`src/rtl/fir_param_engine_if.sv`:
```
// Memory-side bus of the FIR block engine.
// Read port A (1-cycle latency) and write port B.
interface fir_param_engine_if #(
    parameter int ADDR_W = 10,
    parameter int DATA_W = 8
);
    logic [ADDR_W-1:0]        mem_addr_a;
    logic                     mem_re_a;
    logic signed [DATA_W-1:0] mem_data_out_a;
    logic [ADDR_W-1:0]        mem_addr_b;
    logic signed [DATA_W-1:0] mem_data_in_b;
    logic                     mem_we_b;

    modport master (
        output mem_addr_a, mem_re_a,
        input  mem_data_out_a,
        output mem_addr_b, mem_data_in_b, mem_we_b
    );

    modport slave (
        input  mem_addr_a, mem_re_a,
        output mem_data_out_a,
        input  mem_addr_b, mem_data_in_b, mem_we_b
    );
endinterface

```
`src/rtl/fir_param_engine.sv`:
```
// Block FIR engine: streams sample_count samples from memory,
// filters them and writes results back at one sample per clock.
module fir_param_engine #(
    parameter int DATA_W    = 8,
    parameter int COEF_W    = 8,
    parameter int TAPS      = 5,
    parameter int ADDR_W    = 10,
    parameter int OUT_SHIFT = 8,
    parameter int SAT_EN    = 1
) (
    input  logic                     clk,
    input  logic                     rst,
    input  logic                     start,
    input  logic [ADDR_W-1:0]        input_addr,
    input  logic [ADDR_W-1:0]        output_addr,
    input  logic [ADDR_W-1:0]        sample_count,
    input  logic                     coef_we,
    input  logic [3:0]               coef_idx,
    input  logic signed [COEF_W-1:0] coef_data,
    output logic                     busy,
    output logic                     done,
    fir_param_engine_if.master       mem
);
    localparam int PROD_W = DATA_W + COEF_W;
    localparam int ACC_W  = PROD_W + $clog2(TAPS);
    // One guard bit so the rounding add never overflows.
    localparam int RW     = ACC_W + 1;

    localparam logic signed [RW-1:0] RND  =
        RW'((64'sd1 <<< OUT_SHIFT) >>> 1);
    localparam logic signed [RW-1:0] MAXV =
        RW'((64'sd1 <<< (DATA_W - 1)) - 64'sd1);
    localparam logic signed [RW-1:0] MINV = ~MAXV;

    typedef enum logic [1:0] {IDLE, RUN, DRAIN, DONE} state_t;

    state_t state, state_nx;

    logic [ADDR_W-1:0] in_base, out_base, cnt;
    logic [ADDR_W-1:0] rd_cnt, wr_cnt;

    logic signed [COEF_W-1:0] h    [TAPS];
    logic signed [DATA_W-1:0] x    [TAPS];
    logic signed [PROD_W-1:0] prod [TAPS];

    logic v0, v1, v2;
    logic accept, rd_fire;

    logic signed [ACC_W-1:0]  acc;
    logic signed [RW-1:0]     rnd, shf;
    logic signed [DATA_W-1:0] y;

    // Next-state and control decode.
    always_comb begin
        state_nx = state;
        accept   = 1'b0;
        rd_fire  = 1'b0;
        busy     = 1'b0;
        done     = 1'b0;
        unique case (state)
            IDLE: begin
                if (start) begin
                    accept   = 1'b1;
                    state_nx = RUN;
                end
            end
            RUN: begin
                busy = 1'b1;
                if (cnt == '0) begin
                    state_nx = DONE;
                end else begin
                    rd_fire = 1'b1;
                    if (rd_cnt == cnt - ADDR_W'(1))
                        state_nx = DRAIN;
                end
            end
            DRAIN: begin
                busy = 1'b1;
                if (mem.mem_we_b && !v0 && !v1 && !v2)
                    state_nx = DONE;
            end
            DONE: begin
                done     = 1'b1;
                state_nx = IDLE;
            end
            default: state_nx = IDLE;
        endcase
    end

    // Read port is driven straight from the issue decision.
    always_comb begin
        mem.mem_re_a   = rd_fire;
        mem.mem_addr_a = '0;
        if (rd_fire)
            mem.mem_addr_a = in_base + rd_cnt;
    end

    // State register, job parameters and read counter.
    always_ff @(posedge clk or posedge rst) begin
        if (rst) begin
            state    <= IDLE;
            in_base  <= '0;
            out_base <= '0;
            cnt      <= '0;
            rd_cnt   <= '0;
        end else begin
            state <= state_nx;
            if (accept) begin
                in_base  <= input_addr;
                out_base <= output_addr;
                cnt      <= sample_count;
                rd_cnt   <= '0;
            end else if (rd_fire) begin
                rd_cnt <= rd_cnt + ADDR_W'(1);
            end
        end
    end

    // Coefficient bank, frozen while a block is running.
    always_ff @(posedge clk or posedge rst) begin
        if (rst) begin
            for (int k = 0; k < TAPS; k++)
                h[k] <= '0;
        end else if (coef_we && !busy) begin
            for (int k = 0; k < TAPS; k++)
                if (coef_idx == 4'(k))
                    h[k] <= coef_data;
        end
    end

    // Delay line shift and registered products.
    always_ff @(posedge clk or posedge rst) begin
        if (rst) begin
            v0 <= 1'b0;
            v1 <= 1'b0;
            v2 <= 1'b0;
            for (int k = 0; k < TAPS; k++) begin
                x[k]    <= '0;
                prod[k] <= '0;
            end
        end else begin
            v0 <= rd_fire;
            v1 <= v0;
            v2 <= v1;
            if (accept) begin
                for (int k = 0; k < TAPS; k++)
                    x[k] <= '0;
            end else if (v0) begin
                x[0] <= mem.mem_data_out_a;
                for (int k = 1; k < TAPS; k++)
                    x[k] <= x[k-1];
            end
            if (v1) begin
                for (int k = 0; k < TAPS; k++)
                    prod[k] <= PROD_W'(h[k]) * PROD_W'(x[k]);
            end
        end
    end

    // Sum, round, shift and saturate/truncate.
    always_comb begin
        acc = '0;
        for (int k = 0; k < TAPS; k++)
            acc = acc + ACC_W'(prod[k]);
        rnd = RW'(acc) + RND;
        shf = rnd >>> OUT_SHIFT;
        y   = shf[DATA_W-1:0];
        if (SAT_EN != 0) begin
            if (shf > MAXV)
                y = MAXV[DATA_W-1:0];
            else if (shf < MINV)
                y = MINV[DATA_W-1:0];
        end
    end

    // Registered write port; address/data idle at zero.
    always_ff @(posedge clk or posedge rst) begin
        if (rst) begin
            mem.mem_we_b      <= 1'b0;
            mem.mem_addr_b    <= '0;
            mem.mem_data_in_b <= '0;
            wr_cnt            <= '0;
        end else begin
            mem.mem_we_b <= v2;
            if (accept)
                wr_cnt <= '0;
            if (v2) begin
                mem.mem_addr_b    <= out_base + wr_cnt;
                mem.mem_data_in_b <= y;
                wr_cnt            <= wr_cnt + ADDR_W'(1);
            end else begin
                mem.mem_addr_b    <= '0;
                mem.mem_data_in_b <= '0;
            end
        end
    end
endmodule
```
`src/flat_wrapper.sv`:
```
// flat-port wrapper written by rule: the top's interface ports become plain ports
module fir_param_engine_flat 
#(
    parameter int DATA_W    = 8,
    parameter int COEF_W    = 8,
    parameter int TAPS      = 5,
    parameter int ADDR_W    = 10,
    parameter int OUT_SHIFT = 8,
    parameter int SAT_EN    = 1
)
  (clk, rst, start, input_addr, output_addr, sample_count, coef_we, coef_idx, coef_data, busy, done, mem_mem_addr_a, mem_mem_re_a, mem_mem_data_out_a, mem_mem_addr_b, mem_mem_data_in_b, mem_mem_we_b);
  fir_param_engine_if #(.ADDR_W(ADDR_W), .DATA_W(DATA_W)) mem_i ();
  input  logic clk;
  input  logic rst;
  input  logic start;
  input  logic [ADDR_W-1:0] input_addr;
  input  logic [ADDR_W-1:0] output_addr;
  input  logic [ADDR_W-1:0] sample_count;
  input  logic coef_we;
  input  logic [3:0] coef_idx;
  input  logic signed [COEF_W-1:0] coef_data;
  output logic busy;
  output logic done;
  output wire logic [$bits(mem_i.mem_addr_a)-1:0] mem_mem_addr_a;
  output wire logic [$bits(mem_i.mem_re_a)-1:0] mem_mem_re_a;
  input wire logic [$bits(mem_i.mem_data_out_a)-1:0] mem_mem_data_out_a;
  output wire logic [$bits(mem_i.mem_addr_b)-1:0] mem_mem_addr_b;
  output wire logic [$bits(mem_i.mem_data_in_b)-1:0] mem_mem_data_in_b;
  output wire logic [$bits(mem_i.mem_we_b)-1:0] mem_mem_we_b;
  assign mem_mem_addr_a = mem_i.mem_addr_a;
  assign mem_mem_re_a = mem_i.mem_re_a;
  assign mem_i.mem_data_out_a = mem_mem_data_out_a;
  assign mem_mem_addr_b = mem_i.mem_addr_b;
  assign mem_mem_data_in_b = mem_i.mem_data_in_b;
  assign mem_mem_we_b = mem_i.mem_we_b;
  fir_param_engine #(.DATA_W(DATA_W), .COEF_W(COEF_W), .TAPS(TAPS), .ADDR_W(ADDR_W), .OUT_SHIFT(OUT_SHIFT), .SAT_EN(SAT_EN)) u_core (.clk(clk), .rst(rst), .start(start), .input_addr(input_addr), .output_addr(output_addr), .sample_count(sample_count), .coef_we(coef_we), .coef_idx(coef_idx), .coef_data(coef_data), .busy(busy), .done(done), .mem(mem_i));
endmodule
```
`config.mk`:
```
export PLATFORM = sky130hd
export DESIGN_NAME = fir_param_engine_flat
export DESIGN_NICKNAME = d
export VERILOG_FILES = /design/src/rtl/fir_param_engine_if.sv /design/src/rtl/fir_param_engine.sv /design/src/flat_wrapper.sv
export SDC_FILE = /design/constraint.sdc
export NUM_CORES = 1
export LEC_CHECK = 0
export ABC_AREA = 1
export BUFFER_PORTS_ARGS = -buffer_cell sky130_fd_sc_hd__buf_2
export CORE_MARGIN = 5
export CORE_UTILIZATION = 60
export CTS_BUF_LIST = sky130_fd_sc_hd__clkbuf_16
export DETAILED_ROUTE_END_ITERATION = 6
export PLACE_DENSITY = 0.77
export SYNTH_ARGS = -nofsm -noshare
export SYNTH_HDL_FRONTEND = slang
export SYNTH_SLANG_ARGS = --single-unit
```
`constraint.sdc`:
```
create_clock -name clk -period 12.9 [get_ports clk]
set_input_delay 2.58 -clock clk [delete_from_list [all_inputs] [get_ports clk]]
set_output_delay 2.58 -clock clk [all_outputs]
set_load 0.02 [all_outputs]
```
# After elaboration in Yosys (flattened, before gate mapping)
# Index checks and enable logic that the tools add are counted.
[totals]
memories = 0
mem_bits_rw = 0
elab_cells = 98
output_inout_bits = 32
ff_bits = 234
rom_bits = 0
latchBits = 0
[classes]
n_addsub = 10
n_div = 0
n_bitwise = 0
mul = 5
n_mux = 22
magnitude_cmp = 2
eq_ne = 11
shifts = 0
reduce_logical = 21
[ops]
columns = ["cell", "count"]
rows = [
  ["$mul A8 B8 Y16", 5],
  ["$mux W40", 2],
  ["$mux W10", 6],
  ["$add A19 B16 Y19", 2],
  ["$mux W8", 3],
  ["$add A10 B1 Y10 const B", 2],
  ["$add A10 B10 Y10", 2],
  ["$add A19 B9 Y20 const B", 1],
  ["$add A17 B16 Y18", 1],
  ["$add A16 B16 Y17", 1],
  ["$gt A12 B8 Y1 const B", 1],
  ["$lt A12 B8 Y1 const B", 1],
  ["$eq A10 B10 Y1", 1],
  ["$logic_not A10 Y1", 1],
  ["$reduce_and A2 Y1", 5],
  ["$sub A10 B1 Y10 const B", 1],
  ["$eq A4 B2 Y1 const B", 2],
  ["$mux W2", 4],
  ["$pmux W2 S4", 1],
  ["$mux W1", 6],
  ["$reduce_bool A2 Y1", 3],
  ["$eq A2 B2 Y1 const B", 2],
  ["$eq A4 B1 Y1 const B", 1],
  ["$eq A4 B3 Y1 const B", 1],
  ["other kinds (10)", 16],
]

# Depth between registers and ports, before layout
[logic_depth]
word_depth = 9
ltp_mapped = 36
mapped_depth_nobuf = 36

# Worst setup path before layout
# OpenSTA, ideal clock, no wires.
[synth_path]
kind = "reg-to-reg"
from = "register u_core.prod[49] (netlist bit)"
to = "register u_core.mem.mem_data_in_b[0]"
t_required_ns = 12.764
setup_ns = 0.136
path_buffers = 0
stages_incl_launch_ff = 34
arrival_ns = 4.871
setup_slack_ns = 7.893
cell_sequence = "dfrtp_1 inv_1 fa_1 inv_1 ha_1 inv_1 fa_1 nor2_1 a211oi_1 o21ai_0 a21oi_1 o21ai_0 nand2_1 nand2_1 nand2_1 nand2_1 nand3_1 nand2_1 xor2_1 fa_1 inv_1 ha_1 a21oi_1 o21ai_0 a21oi_1 nand3_1 nand2_1 nand3_1 nor2_1 nand2_1 nand2_1 nand3_1 o21ai_4 a21oi_1"
[synth_via]
elab_chain_len = 9
word_cells_on_any_way = 10
cone_classes = "add/sub (5); order compare (2); mux (3)"
[synth_lines]
columns = ["item", "line", "rtl"]
rows = [
  ["from (decl)", "fir_param_engine.sv:44", "logic signed [PROD_W-1:0] prod [TAPS];"],
  ["from (signal, indexed assignment)", "fir_param_engine.sv:155", "prod[k] <= PROD_W'(h[k]) * PROD_W'(x[k]);"],
  ["$add A16 B16 Y17 *", "fir_param_engine.sv:164", "acc = acc + ACC_W'(prod[k]);"],
  ["$add A17 B16 Y18 *", "fir_param_engine.sv:164", ""],
  ["$add A19 B16 Y19 * (2 in a row)", "fir_param_engine.sv:164", ""],
  ["$add A19 B9 Y20 *", "fir_param_engine.sv:165", "rnd = RW'(acc) + RND;"],
  ["$lt A12 B8 Y1", "fir_param_engine.sv:171", "else if (shf < MINV)"],
  ["$mux W8", "fir_param_engine.sv:171", ""],
  ["$mux W8 *", "fir_param_engine.sv:169", "if (shf > MAXV)"],
  ["$mux W8 *", "fir_param_engine.sv:187", "if (v2) begin"],
  ["to (signal assigned)", "fir_param_engine.sv:189", "mem.mem_data_in_b <= y;"],
  ["to (decl)", "fir_param_engine_if.sv:17", "output mem_addr_b, mem_data_in_b, mem_we_b"],
]
# Mark *: on every way between the ends. The rest lies on a longest branch, timed or not.
# A chain may end at the register's enable or synchronous reset.

# Worst setup path after layout
[layout_path]
from = "register u_core.prod[49] (netlist bit)"
to = "register u_core.mem.mem_data_in_b[5]"
# Same word-level chain as after synthesis.

==> qor.csv <==
stage;metric;value;unit
outcome;status;finished clean;
grt;grt_pass1_wl;98.5;mm
clocking;cts_tree;yes;
worst_setup_path;r2r-end;u_core.mem.mem_data_in_b[5]$_DFF_PP0_;
routing;viasPerCell;5.27;
place;dp_hpwl;45.5;mm
job;max_cap_violations;0;
grt;grt-ovfl-total;0;
worst_setup_path;cpMaxStageDelayCell;o21ai_0;
timing;grt_setup_unrepaired;no;
cells_and_area;synthToLayoutAreaGrowth;6.21;%
timing;max_freq;170;MHz
clocking;numCtsBuffers;26;
routing;met1_length;24.6;mm
timing;worstMarginPinSlew;0.875;ns
min_path;hold_path_class;reg2reg;
logic_synthesis;syn-instance-count;3119;
worst_setup_path;cpMostUsedCell;nand2_1;
clocking;cts_max_level;1;
routing;ant_nets;0;
floorplan;num_rows;74;
cells_and_area;final_cell_mix;739 x nand2_1, 738 x inv_1, 311 x fa_1;
routing;wl_per_cell;15.9;µm
timing;period_share;45.7;%
cells_and_area;n_antenna_cell;0;
routing;routed_wl;58.5;mm
pwr;ir_drop;0.105;mV
grt;antenna_found_initial;3;
routing;drtIter0Drc;1355;
clocking;cts.hold.buffers_added;0;
timing;relSlewSlack;41.6;%
clocking;clockBufferDepth;3;
timing;slew_viol_final;0;
logic_synthesis;syn-cell-area;25000;µm²
clocking;cts_sinks;234;
routing;highest_layer;met4;
cells_and_area;fin_nets;3691;
floorplan;die_h;214;µm
clocking;clkLatencyLatePin;0.56;ns
timing;fin_ws;7.01;ns
worst_setup_path;r2r-start;u_core.prod[49]$_DFFE_PP0P_;
worst_setup_path;worstPathRequired;13.31;ns
worst_setup_path;max_stage_delay;0.45;ns
cells_and_area;final_common_cell;nand2_1;
worst_setup_path;reg2reg_slack;7.01;ns
logic_synthesis;ys_types;42;
place;gp_congestion;0.934;
cells_and_area;final_util;64.7;%
min_path;hold_path_depth;2;
logic_synthesis;synth_warnings;0;
cells_and_area;fillers;3532;
timing;setup_viol;0;
logic_synthesis;seq_area_frac_synth;23.4;%
min_path;hp-start;u_core.prod[41]$_DFFE_PP0P_;
grt;track_usage;25.8;%
logic_synthesis;yosysTopAreaCellShare;24.9;%
timing;hold_violations;0;
grt;grt_start_max_net_pins;103;
timing;fin_tns_setup;0;ns
worst_setup_path;critical-path-top-delay-family;simple AND/OR/NAND/NOR gates;
clocking;cts_setup_buffers;0;
routing;wl_met2;28.9;mm
floorplan;num_io_pins;86;
worst_setup_path;start_kind;flop;
cells_and_area;layout-drive-gt1-share;6.34;%
worst_setup_path;critPathArrivalTime;6.30;ns
logic_synthesis;synth_largest_area_cell;fa_1;
floorplan;fp.dieArea;45800;µm²
place;port_buffers;85;
routing;num_vias;19343;
routing;drt_pass1_iterations;5;
pwr;p_leak;0.0152;µW
timing;skew;0.00981;ns
logic_synthesis;ys_ff_latch;234;
floorplan;initial_utilization;60.9;%
worst_setup_path;end_kind;flop;
worst_setup_path;crit_fanout;7;
worst_setup_path;crit_buf_inv;3;
place;pre_cts_slack;7.16;ns
logic_synthesis;syn_nets;3689;
clocking;cts-root-buf;clkbuf_16;
routing;drc;0;
floorplan;placeableCoreArea;41000;µm²
pwr;power_density;96.5;nW/µm²
floorplan;die_x;214;µm
logic_synthesis;synth_area_per_cell;8.01;µm²
min_path;worst_hold_path.endpoint;u_core.prod[41]$_DFFE_PP0P_;
routing;met3_length;3.38;mm
clocking;path_clk_slew;0.06;ns
timing;fin_crit;5.89;ns
clocking;post_cts_resized;0;
worst_setup_path;rr_worst_depth;32;
worst_setup_path;criticalPathCategory;reg2reg;
logic_synthesis;synth.area.top_cells;fa_1 25%, dfrtp_1 23%, nand2_1 11%, inv_1 11%, ha_1 10%;
grt;grt_pass1_vias;19911;
-- Yosys cell counts --
cell type and instances:
ha_1 205, o21ai_1 1, nand3_2 1, buf_1 3, nand2_2 8, clkbuf_1 115, o211ai_1 1, nand2_1 740
o21ai_4 1, o221ai_1 3, xnor2_1 48, and2_1 5, or2_2 37, o31ai_1 6, dfrtp_1 234, nor2_2 7
a211o_1 1, nand4_2 1, a211oi_1 2, a21oi_1 110, nor2_4 1, inv_1 736, nor3_2 3, o21bai_1 7
o21ai_0 202, a21o_1 5, nand3_4 2, inv_2 4, xor2_1 64, fa_1 311, clkinv_1 1, buf_2 1
nand3_1 68, nand3b_1 2, a31oi_1 4, nand4_1 10, nor3_1 18, nor4_1 5, a22oi_1 2, o22ai_1 3
a21boi_0 1, nor2_1 140
-- per-layer routing --
| metal | vias up | GRT usage (%) |
|---|---|---|
| met4 | 0 | 6.74 |
| li1 | 9298 | - |
| met5 | - | 0 |
| met3 | 99 | 4.21 |
| met1 | 9425 | 34.3 |
| met2 | 521 | 44.7 |
-- logic make-up after synthesis --
group | synth area share [%]
buffers and inverters | 12.9
adders and majority gates | 35.2
xor gates and xnor gates | 3.92
AOI/OAI and AO/OA | 7.37
DFF | 23.4
and+or+nand+nor | 17.2
-- final cells by class --
cell class / instances / area [µm²] / area share [%]
multi-input combinational: 2025 / 15900 / 59.9
sequential: 234 / 5860 / 22.1
inverter: 741 / 2790 / 10.5
clock buffer: 27 / 676 / 2.54
tap: 532 / 666 / 2.51
timing repair buffer: 93 / 485 / 1.83
clock inverter: 17 / 163 / 0.613
-- worst reg2reg max path, delay by kind of cell, from the launching register on --
| kind | cells | cell delay [ns] |
|---|---|---|
| adder cells (fa/ha/maj) | 5 | 1.82 |
| AO/OA/AOI/OAI | 6 | 1.34 |
| buffers and inverters | 3 | 0.22 |
| flip-flops | 1 | 0.36 |
| AND/OR/NAND/NOR | 17 | 1.86 |
| XOR/XNOR | 1 | 0.18 |
-- how the worst max path moves through the flow --
stage                                            from                                    end  slack (ns)  depth (start not counted)
final                     u_core.prod[49]$_DFFE_PP0P_  u_core.mem.mem_data_in_b[5]$_DFF_PP0_        7.01                         32
after global routing      u_core.prod[33]$_DFFE_PP0P_  u_core.mem.mem_data_in_b[5]$_DFF_PP0_        6.49                         32
after CTS                 u_core.prod[33]$_DFFE_PP0P_  u_core.mem.mem_data_in_b[5]$_DFF_PP0_        7.06                         33
after detailed placement  u_core.prod[49]$_DFFE_PP0P_  u_core.mem.mem_data_in_b[5]$_DFF_PP0_        7.16                         32
after global placement    u_core.prod[49]$_DFFE_PP0P_  u_core.mem.mem_data_in_b[5]$_DFF_PP0_        7.23                         32
after floorplan                                   rst              u_core.cnt[0]$_DFFE_PP0P_        3.90                          1
-- per-stage QoR --
stage	std cells	cell area (µm²)	power [µW]	hold WS, ns
floorplan	3119	25000	1590	0.352
global placement	3625	25700	1800	0.468
detailed placement	3625	25700	1830	0.470
CTS	3669	26500	2580	0.487
global route	3669	26500	2750	0.510
finish	3669	26500	2560	0.482
-- power by group --
group | total [µW] | switching, µW | internal, µW
sequential | 804 | 34.5 | 770
combinational | 1010 | 659 | 350
clock | 748 | 312 | 436
-- registers in the layout, summed over array words and instances, names as in the netlist --
register,flops
u_core.mem.mem_addr_b,10
u_core.state,2
u_core.v0,1
u_core.v1,1
u_core.cnt,10
u_core.prod,80
u_core.rd_cnt,10
u_core.wr_cnt,10
u_core.x,40
u_core.mem.mem_we_b,1
u_core.v2,1
u_core.h,40
u_core.in_base,10
u_core.mem.mem_data_in_b,8
u_core.out_base,10
Note: power is estimated with default switching activity, not from simulation.
